$ cat src/rtl/router_pkt_tx.sv
// Packet transmitter feeding a router port: header {len,addr}, len payload bytes
// pulled from a show-ahead source, then an XOR parity byte and one idle gap cycle.
module router_pkt_tx (
  input  logic       clk,
  input  logic       rst,
  input  logic       start,
  input  logic [1:0] addr,
  input  logic [5:0] len,
  input  logic [7:0] pl_data,
  output logic       pl_req,
  input  logic       busy,
  output logic [7:0] data_out,
  output logic       pkt_valid,
  output logic       ready,
  output logic       tx_done,
  output logic       reject,
  output logic [7:0] pkt_cnt,
  output logic [2:0] dbg_state
);

  typedef enum logic [2:0] {
    S_IDLE    = 3'd0,
    S_HEADER  = 3'd1,
    S_PAYLOAD = 3'd2,
    S_PARITY  = 3'd3,
    S_GAP     = 3'd4
  } state_t;

  state_t     state, state_nxt;
  logic [7:0] data_nxt;
  logic       pv_nxt;
  logic       done_nxt;
  logic       rej_nxt;
  logic [7:0] cnt_nxt;
  logic [7:0] parity, par_nxt;
  logic [5:0] rem_cnt, rem_nxt;
  logic       accept;

  // Handshake: the byte on data_out is taken at a rising edge in HEADER/PAYLOAD/PARITY
  // with busy=0; pl_req pops pl_data at that same edge, so it is only raised when
  // the current bus byte is being accepted and another payload byte is still owed.
  assign accept    = !busy;
  assign ready     = (state == S_IDLE);
  assign dbg_state = state;

  always_comb begin
    state_nxt = state;
    data_nxt  = data_out;
    pv_nxt    = pkt_valid;
    done_nxt  = 1'b0;
    rej_nxt   = 1'b0;
    cnt_nxt   = pkt_cnt;
    par_nxt   = parity;
    rem_nxt   = rem_cnt;
    pl_req    = 1'b0;
    case (state)
      S_IDLE: begin
        if (start) begin
          if (addr != 2'd3 && len != 6'd0) begin
            state_nxt = S_HEADER;
            data_nxt  = {len, addr};
            pv_nxt    = 1'b1;
            par_nxt   = 8'h00;
            rem_nxt   = len;
          end else begin
            rej_nxt = 1'b1;
          end
        end
      end
      S_HEADER: begin
        if (accept) begin
          pl_req    = 1'b1;
          par_nxt   = parity ^ data_out;
          data_nxt  = pl_data;
          state_nxt = S_PAYLOAD;
        end
      end
      S_PAYLOAD: begin
        if (accept) begin
          par_nxt = parity ^ data_out;
          rem_nxt = rem_cnt - 6'd1;
          if (rem_cnt > 6'd1) begin
            pl_req   = 1'b1;
            data_nxt = pl_data;
          end else begin
            // Last payload byte leaves now: the parity byte must include it.
            state_nxt = S_PARITY;
            data_nxt  = parity ^ data_out;
            pv_nxt    = 1'b0;
          end
        end
      end
      S_PARITY: begin
        if (accept) begin
          state_nxt = S_GAP;
          done_nxt  = 1'b1;
          cnt_nxt   = pkt_cnt + 8'd1;
          data_nxt  = 8'h00;
        end
      end
      S_GAP: begin
        state_nxt = S_IDLE;
      end
      default: begin
        state_nxt = S_IDLE;
      end
    endcase
  end

  always_ff @(posedge clk) begin
    if (rst) begin
      state     <= S_IDLE;
      data_out  <= 8'h00;
      pkt_valid <= 1'b0;
      tx_done   <= 1'b0;
      reject    <= 1'b0;
      pkt_cnt   <= 8'h00;
      parity    <= 8'h00;
      rem_cnt   <= 6'd0;
    end else begin
      state     <= state_nxt;
      data_out  <= data_nxt;
      pkt_valid <= pv_nxt;
      tx_done   <= done_nxt;
      reject    <= rej_nxt;
      pkt_cnt   <= cnt_nxt;
      parity    <= par_nxt;
      rem_cnt   <= rem_nxt;
    end
  end

endmodule

$ cat config.mk
export PLATFORM = sky130hd
export DESIGN_NAME = router_pkt_tx
export DESIGN_NICKNAME = d
export VERILOG_FILES = /design/src/rtl/router_pkt_tx.sv
export SDC_FILE = /design/constraint.sdc
export NUM_CORES = 1
export LEC_CHECK = 0
export ABC_AREA = 1
export CELL_PAD_IN_SITES_DETAIL_PLACEMENT = 1
export CELL_PAD_IN_SITES_GLOBAL_PLACEMENT = 2
export CORE_AREA = 2 2 93 95
export CTS_CLUSTER_SIZE = 14
export DETAILED_ROUTE_END_ITERATION = 10
export DIE_AREA = 0 0 95 97
export GPL_TIMING_DRIVEN = 0
export PLACE_DENSITY = 0.8
export SYNTH_ARGS = -nofsm -noshare
export SYNTH_HDL_FRONTEND = slang
export SYNTH_SLANG_ARGS = --single-unit
$ cat constraint.sdc
create_clock -name clk -period 1.7 [get_ports clk]
set_input_delay 0.34 -clock clk [delete_from_list [all_inputs] [get_ports clk]]
set_output_delay 0.34 -clock clk [all_outputs]
set_load 0.02 [all_outputs]
==> impl_results.md, run 1 <==
* Total power draw at 5.95 mW
* Number of buffers created by CTS at 5
* Area share of the leading cell type in the synthesized netlist at 0.330
* Avg WL per Cell at 13.6 um
* Number of placed instances, taps included at 484
* Final setup violation count at 1
* Total half-perimeter wirelength after legalization and detailed placement at 4.85 mm
* Clock Pin Slew Worst Setup and Hold Paths at 0.08 ns
* Share of layout cells above drive strength 1 at 0.188
* Non-filler instance count after layout at 510
* Wire length of the first global-routing pass at 11.2 mm
* Setup skew after layout at 0.00492 ns
* Data required time of the critical path at 1.36 ns
* Max Freq at 564 MHz
* Total number of vias at 2,253
* Critical Path Sink Type: primary output
* Unrepaired setup endpoints after global routing: yes
* Post-synthesis to final-layout area growth at 42.2%
* Sequential share of the synthesized area at 0.330
* Count of nets after finishing at 427
* Worst-skew pair later-pin latency at 0.30 ns
* Initial DRC count at 77
* Most common cell after layout, fill and taps aside: sky130_fd_sc_hd__nand2_1
* R2r endpoint: rem_cnt[5]
* Arrival @ worst endpoint at 1.43 ns
* Worst-case clock buffer depth at 2
* Tot GR Track Use at 0.154
* Largest net degree at the start of global routing at 13
* Category of the worst setup path launch point: flip-flop
* Post-synthesis instance area at 0.00218 mm^2
* Failing checks: setup timing
* Final period utilization at 1.04
* Die X-Extent at 95 um
* Area of the placeable core at 0.00813 mm^2
* Worst Tran Pin Value at 0.577 ns
* Register-to-Register Setup Slack at 0.09 ns
* Cell at the root of the clock tree: sky130_fd_sc_hd__clkbuf_8
* R2R depth at 9
* Starting utilization of the core area at 0.269
* Instance count along the most critical hold path at 2
* Die outline area at 0.00922 mm^2
* Ports at 44
* TritonCTS clock tree: built
* Largest fanout on the critical path at 3
* Vias per std cell at 4.42
* Count of mapped cells out of synthesis at 337
* Maximum Capacitance Violations at 0
* Initial antenna violation count at 0
* Num Clock Sinks at 36
* Leakage power summed over all cells at 1.49 nW
* PwrDens at 1920 mW/mm^2
* Gpl congestion at 0.777
* Number of library cell types mapped by synthesis at 27
* Tmin final at 1.77 ns
* Class of the worst hold path: in2reg
* Outcome: finished with violations
* Max transition margin at 0.616
* Synth Net Count at 360
* Post-synthesis cell type with the largest combined area: sky130_fd_sc_hd__dfxtp_1
* FP Rows at 33
* Hold buffers post-CTS at 0
* Via count of the first global-routing pass at 2,330
* Worst hold start: rst
* Synth Warn # at 0
* Number of max-slew violations in the final report at 0
* Count of buffers from port buffering at 42
* Post-synthesis average cell area at 6.48 um^2
* Vertical die dimension at 97 um
* Worst reg2reg path startpoint: dbg_state[1]
* VDD IR-drop max at 0.680 mV
* Count of final hold-check violations at 0
* Length of the first detailed-routing pass in iterations at 4
* Worst-case setup margin in the final layout at -0.0717 ns
* Worst hold endpoint: dbg_state[0]
* Final routed DRC violation total at 0
* Overflow left after global routing at 0
* Routed wire length at 6.95 mm
* Type of the worst setup path: reg2out
* Cell area after layout at 0.00311 mm^2
* Antenna viol nets, final at 0
* Maximum level of the CTS H-tree at 2
* Ant. Diodes at 0
* Most used cells in the layout excluding fill and tap cells: sky130_fd_sc_hd__nand2_1 (98), sky130_fd_sc_hd__nor2_1 (51), sky130_fd_sc_hd__inv_1 (39)
* Placed cell area at 0.00274 mm^2
* Leading cell types by total area after synthesis: sky130_fd_sc_hd__dfxtp_1 (33%), sky130_fd_sc_hd__nand2_1 (17%), sky130_fd_sc_hd__nor2_1 (8.9%), sky130_fd_sc_hd__inv_1 (7.6%), sky130_fd_sc_hd__xor2_1 (4.4%)
* Total of flip-flops plus latches after synthesis at 36
through the flow:
step	setup TNS, ns	setup WS [ns]	utilization	hold WS [ns]
after floorplan	0	0.0313	-	0.454
after global placement	-5.70	-0.523	0.336	0.467
after detailed placement	-5.85	-0.529	0.336	0.494
after CTS	-0.0710	-0.0710	0.362	0.358
after global routing	-0.314	-0.113	0.382	0.376
final	-0.0717	-0.0717	0.382	0.357
registers in the layout, summed over array words and instances, names as in the netlist:
name	cells
tx_done	1
pkt_cnt	8
data_out	8
parity	8
rem_cnt	6
pkt_valid	1
dbg_state	3
reject	1
synth_stat cells, drive strengths merged:
cell    number
dfxtp       36
nand4       13
inv         51
a21boi       1
clkinv       1
nand3b       2
xor2        11
clkbuf       2
a21oi       12
buf          4
nor3b        2
ha           3
nand2      110
nand3       14
nor3         3
nor2        58
o21ai       14
metal layers:
metal / vias up / part of all wire / track usage
li1: 1176 / - / -
met1: 1038 / 0.48 / 0.209
met2: 34 / 0.47 / 0.256
met3: 5 / 0.035 / 0.0280
met4: 0 / 0.0089 / 0.0301
met5: - / 0 / 0
worst max path at each step:
| stage | startpoint | end | slack, ns | depth (start not counted) |
|---|---|---|---|---|
| floorplan | dbg_state[0] | pl_req | 0.03 | 5 |
| CTS | dbg_state[0] | pl_req | -0.07 | 6 |
| global route | rem_cnt[0] | pl_req | -0.11 | 8 |
| finish | rem_cnt[0] | pl_req | -0.07 | 8 |
| detailed placement | rem_cnt[0] | pl_req | -0.53 | 8 |
| global placement | rem_cnt[0] | pl_req | -0.52 | 8 |
timing repair:
item,CTS,global route
resized for setup,32,21
buffers inserted,5,13
cloned,0,0
pin swaps,5,7
setup endpoints to repair,6,28
cell families (layout without fill, tap and decap cells):
group	after synthesis	count (layout)	synth area share
DFF	36	36	0.330
AOI/OAI and AO/OA	27	27	0.0682
and+or+nand+nor	202	202	0.435
buffers and inverters	58	126	0.106
adders and majority gates	3	3	0.0172
xor gates and xnor gates	11	11	0.0441
area by class of cell:
type                            instances  area, um^2
Fill cell                            1022        5030
Multi-Input combinational cell        243        1320
Sequential cell                        36         728
Timing Repair Buffer                   60         564
Inverter                               52         210
Tap cell                              105         131
Clock buffer                            5        68.8
Clock inverter                          3        42.5
Buffer                                  6        42.5
worst max-delay path: stages, from the launching register on:
cell and delay (ns):
sky130_fd_sc_hd__dfxtp_4 0.39, sky130_fd_sc_hd__inv_4 0.05, sky130_fd_sc_hd__ha_4 0.16, sky130_fd_sc_hd__inv_2 0.06, sky130_fd_sc_hd__nand2_2 0.07, sky130_fd_sc_hd__nand3_4 0.07
sky130_fd_sc_hd__nand2_4 0.06, sky130_fd_sc_hd__a21oi_4 0.14, sky130_fd_sc_hd__buf_6 0.14
power breakdown:
group | internal (mW) | leakage, nW | switching, mW
clock network | 0.435 | 0.0541 | 0.351
logic | 1.54 | 1.13 | 2.26
registers | 1.12 | 0.297 | 0.247
total | 3.09 | 1.49 | 2.86
No activity file was read; power rests on OpenSTA's default activity.
==> run 2: changes to the inputs <==
==> constraint.sdc (replaced) <==
create_clock -name clk -period 1.7 [get_ports clk]
set_input_delay 0.255 -clock clk [delete_from_list [all_inputs] [get_ports clk]]
set_output_delay 0.255 -clock clk [all_outputs]
set_load 0.02 [all_outputs]
==> impl_results.md, run 2 (synthesis results as in run 1) <==
* Outcome: finished with violations (unchanged)
* Failing checks: setup timing (unchanged)
* Starting utilization of the core area at 0.269 (unchanged)
* Die X-Extent at 95 um (unchanged)
* Worst hold margin at 0.274 ns (was 0.357 ns)
* Count of final hold-check violations at 0 (unchanged)
* TritonCTS clock tree: built (unchanged)
* Ant. Diodes at 0 (unchanged)
* R2R depth at 10 (was 9)
* Unrepaired setup endpoints after global routing: yes (unchanged)
* Initial DRC count at 51 (was 77)
* Data required time of the critical path at 1.44 ns (was 1.36 ns)
* Most used cells in the layout excluding fill and tap cells: sky130_fd_sc_hd__nand2_1 (99), sky130_fd_sc_hd__nor2_1 (51), sky130_fd_sc_hd__inv_1 (40) (was sky130_fd_sc_hd__nand2_1 (98), sky130_fd_sc_hd__nor2_1 (51), sky130_fd_sc_hd__inv_1 (39))
* Wire length of the first global-routing pass at 10.9 mm (was 11.2 mm)
* Worst hold start: rst (unchanged)
* Placed cell area at 0.00274 mm^2 (unchanged)
* PwrDens at 1930 mW/mm^2 (was 1920 mW/mm^2)
* Max transition margin at 0.618 (was 0.616)
* Antenna viol nets, final at 0 (unchanged)
* Max Freq at 587 MHz (was 564 MHz)
* Leakage power summed over all cells at 1.38 nW (was 1.49 nW)
* Vertical die dimension at 97 um (unchanged)
* R2r endpoint: parity[3] (was rem_cnt[5])
* Final routed DRC violation total at 0 (unchanged)
* Category of the worst setup path launch point: flip-flop (unchanged)
* Register-to-Register Setup Slack at 0.17 ns (was 0.09 ns)
* Gpl congestion at 0.777 (unchanged)
* Num Clock Sinks at 36 (unchanged)
* Total power draw at 5.83 mW (was 5.95 mW)
* Setup skew after layout at 0.00466 ns (was 0.00492 ns)
* Post-synthesis to final-layout area growth at 38.1% (was 42.2%)
* Largest net degree at the start of global routing at 13 (unchanged)
* Number of buffers created by CTS at 5 (unchanged)
* Number of fill cells in the layout at 1,025 (was 1,022)
* Total number of vias at 2,230 (was 2,253)
* Tot GR Track Use at 0.150 (was 0.154)
* Sum of negative setup slack at -0.00300 ns (was -0.0717 ns)
* Maximum Capacitance Violations at 0 (unchanged)
* Type of the worst setup path: reg2out (unchanged)
* Length of the first detailed-routing pass in iterations at 4 (unchanged)
* Clock Pin Slew Worst Setup and Hold Paths at 0.08 ns (about the same)
* Tmin final at 1.70 ns (was 1.77 ns)
* Instance count along the most critical hold path at 2 (unchanged)
* Worst-skew pair later-pin latency at 0.30 ns (about the same)
* GR Util met1 at 0.206 (was 0.209)
* Utilization after layout at 0.371 (was 0.382)
* Cell area after layout at 0.00302 mm^2 (was 0.00311 mm^2)
* Worst hold endpoint: dbg_state[0] (unchanged)
* Area of the placeable core at 0.00813 mm^2 (unchanged)
* Cell at the root of the clock tree: sky130_fd_sc_hd__clkbuf_8 (unchanged)
* Number of max-slew violations in the final report at 0 (unchanged)
* Overflow left after global routing at 0 (unchanged)
* Arrival @ worst endpoint at 1.45 ns (was 1.43 ns)
* Avg WL per Cell at 13.3 um (was 13.6 um)
* Class of the worst hold path: in2reg (unchanged)
* Worst reg2reg path startpoint: dbg_state[0] (was dbg_state[1])
* Count of nets after finishing at 422 (was 427)
* Routed wire length at 6.71 mm (was 6.95 mm)
* Most common cell after layout, fill and taps aside: sky130_fd_sc_hd__nand2_1 (unchanged)
* Largest fanout on the critical path at 4 (was 3)
* Total half-perimeter wirelength after legalization and detailed placement at 4.85 mm (unchanged)
* Initial antenna violation count at 0 (unchanged)
* Final setup violation count at 1 (unchanged)
* Met2 routing resource usage after global routing at 0.243 (was 0.256)
* Top flop regs: data_out (8), parity (8), pkt_cnt (8) (unchanged)
* Worst-case setup margin in the final layout at -0.00300 ns (was -0.0717 ns)
* Vias per std cell at 4.42 (about the same)
* Hold buffers post-CTS at 0 (unchanged)
* Maximum level of the CTS H-tree at 2 (unchanged)
* Share of layout cells above drive strength 1 at 0.168 (was 0.188)
* Count of buffers from port buffering at 42 (unchanged)
* Die outline area at 0.00922 mm^2 (unchanged)
* Busiest layer in global routing: met2 (unchanged)
* Via count of the first global-routing pass at 2,253 (was 2,330)
* CP peak stage delay at 0.38 ns (was 0.39 ns)
* Final period utilization at 1.00 (was 1.04)
* Worst Tran Pin Value at 0.572 ns (was 0.577 ns)
* FP Rows at 33 (unchanged)
* VDD IR-drop max at 0.662 mV (was 0.680 mV)
* GR Util met3 at 0.0280 (unchanged)
* Critical Path Sink Type: primary output (unchanged)
* CP max stage cell: sky130_fd_sc_hd__dfxtp_4 (unchanged)
* Series of cell instances along the critical path: inv_4 > ha_4 > inv_2 > nand2_2 > nand3_2 > nand2_4 > a21oi_2 > buf_4 (was inv_4 > ha_4 > inv_2 > nand2_2 > nand3_4 > nand2_4 > a21oi_4 > buf_6)
* Worst-case clock buffer depth at 2 (unchanged)
* Ports at 44 (unchanged)
run 2: changes by cell type in the layout (fill, tap and decap cells not counted), moves of 2 or more:
cell,previous run,this run
sky130_fd_sc_hd__buf_4,20,14
sky130_fd_sc_hd__clkdlybuf4s50_1,33,39
sky130_fd_sc_hd__dlymetal6s2s_1,5,0
sky130_fd_sc_hd__buf_6,3,1
run 2: repair_timing:
action | 4_1_cts | 5_1_grt
setup buffers | 0 | 13
pin swaps | 0 | 7
resized for setup | 10 | 22
setup endpoints to repair | 3 | 20
run 2: metal layers:
layer / wire (um) / part of all wire / vias to the layer above
met3: 250 / 0.037 / 9
met2: 3030 / 0.45 / 36
li1: - / - / 1165
met4: 107 / 0.016 / 0
met5: 0 / 0 / -
met1: 3330 / 0.50 / 1020
run 2: worst max-delay path, delay by kind of cell (launching register included):
| kind | cells | cell delay, ns |
|---|---|---|
| flip-flops | 1 | 0.38 |
| buffers and inverters | 3 | 0.27 |
| AND/OR/NAND/NOR | 3 | 0.20 |
| adder cells (fa/ha/maj) | 1 | 0.16 |
| AO/OA/AOI/OAI | 1 | 0.15 |
run 2: how the worst max path moves through the flow:
stage / from / endpoint / slack [ns] / depth (start not counted)
CTS: rem_cnt[1] / pl_req / -0.25 / 8
detailed placement: rem_cnt[0] / pl_req / -0.44 / 8
global placement: rem_cnt[0] / pl_req / -0.44 / 8
global route: rem_cnt[0] / pl_req / -0.06 / 8
finish: rem_cnt[0] / pl_req / -0.003 / 8
floorplan: dbg_state[0] / pl_req / 0.12 / 5
run 2: through the flow:
step	setup WS (ns)	std cells
after floorplan	0.116	337
after global placement	-0.438	484
after detailed placement	-0.444	484
after CTS	-0.246	492
after global routing	-0.0581	505
final	-0.00300	505
run 2: cell type report:
| class | count | area (um^2) | share of cell area |
|---|---|---|---|
| buffer | 6 | 38.8 | 0.0129 |
| clock buffer | 5 | 68.8 | 0.0228 |
| clock inverter | 3 | 42.5 | 0.0141 |
| tap | 105 | 131 | 0.0435 |
| inverter | 52 | 205 | 0.0680 |
| sequential | 36 | 728 | 0.241 |
| multi-input combinational | 243 | 1280 | 0.423 |
| timing repair buffer | 55 | 527 | 0.175 |
run 2: where the power goes:
group | internal (mW) | switching [mW]
combinational | 1.51 | 2.17
sequential | 1.12 | 0.240
clock | 0.435 | 0.355
total | 3.07 | 2.76
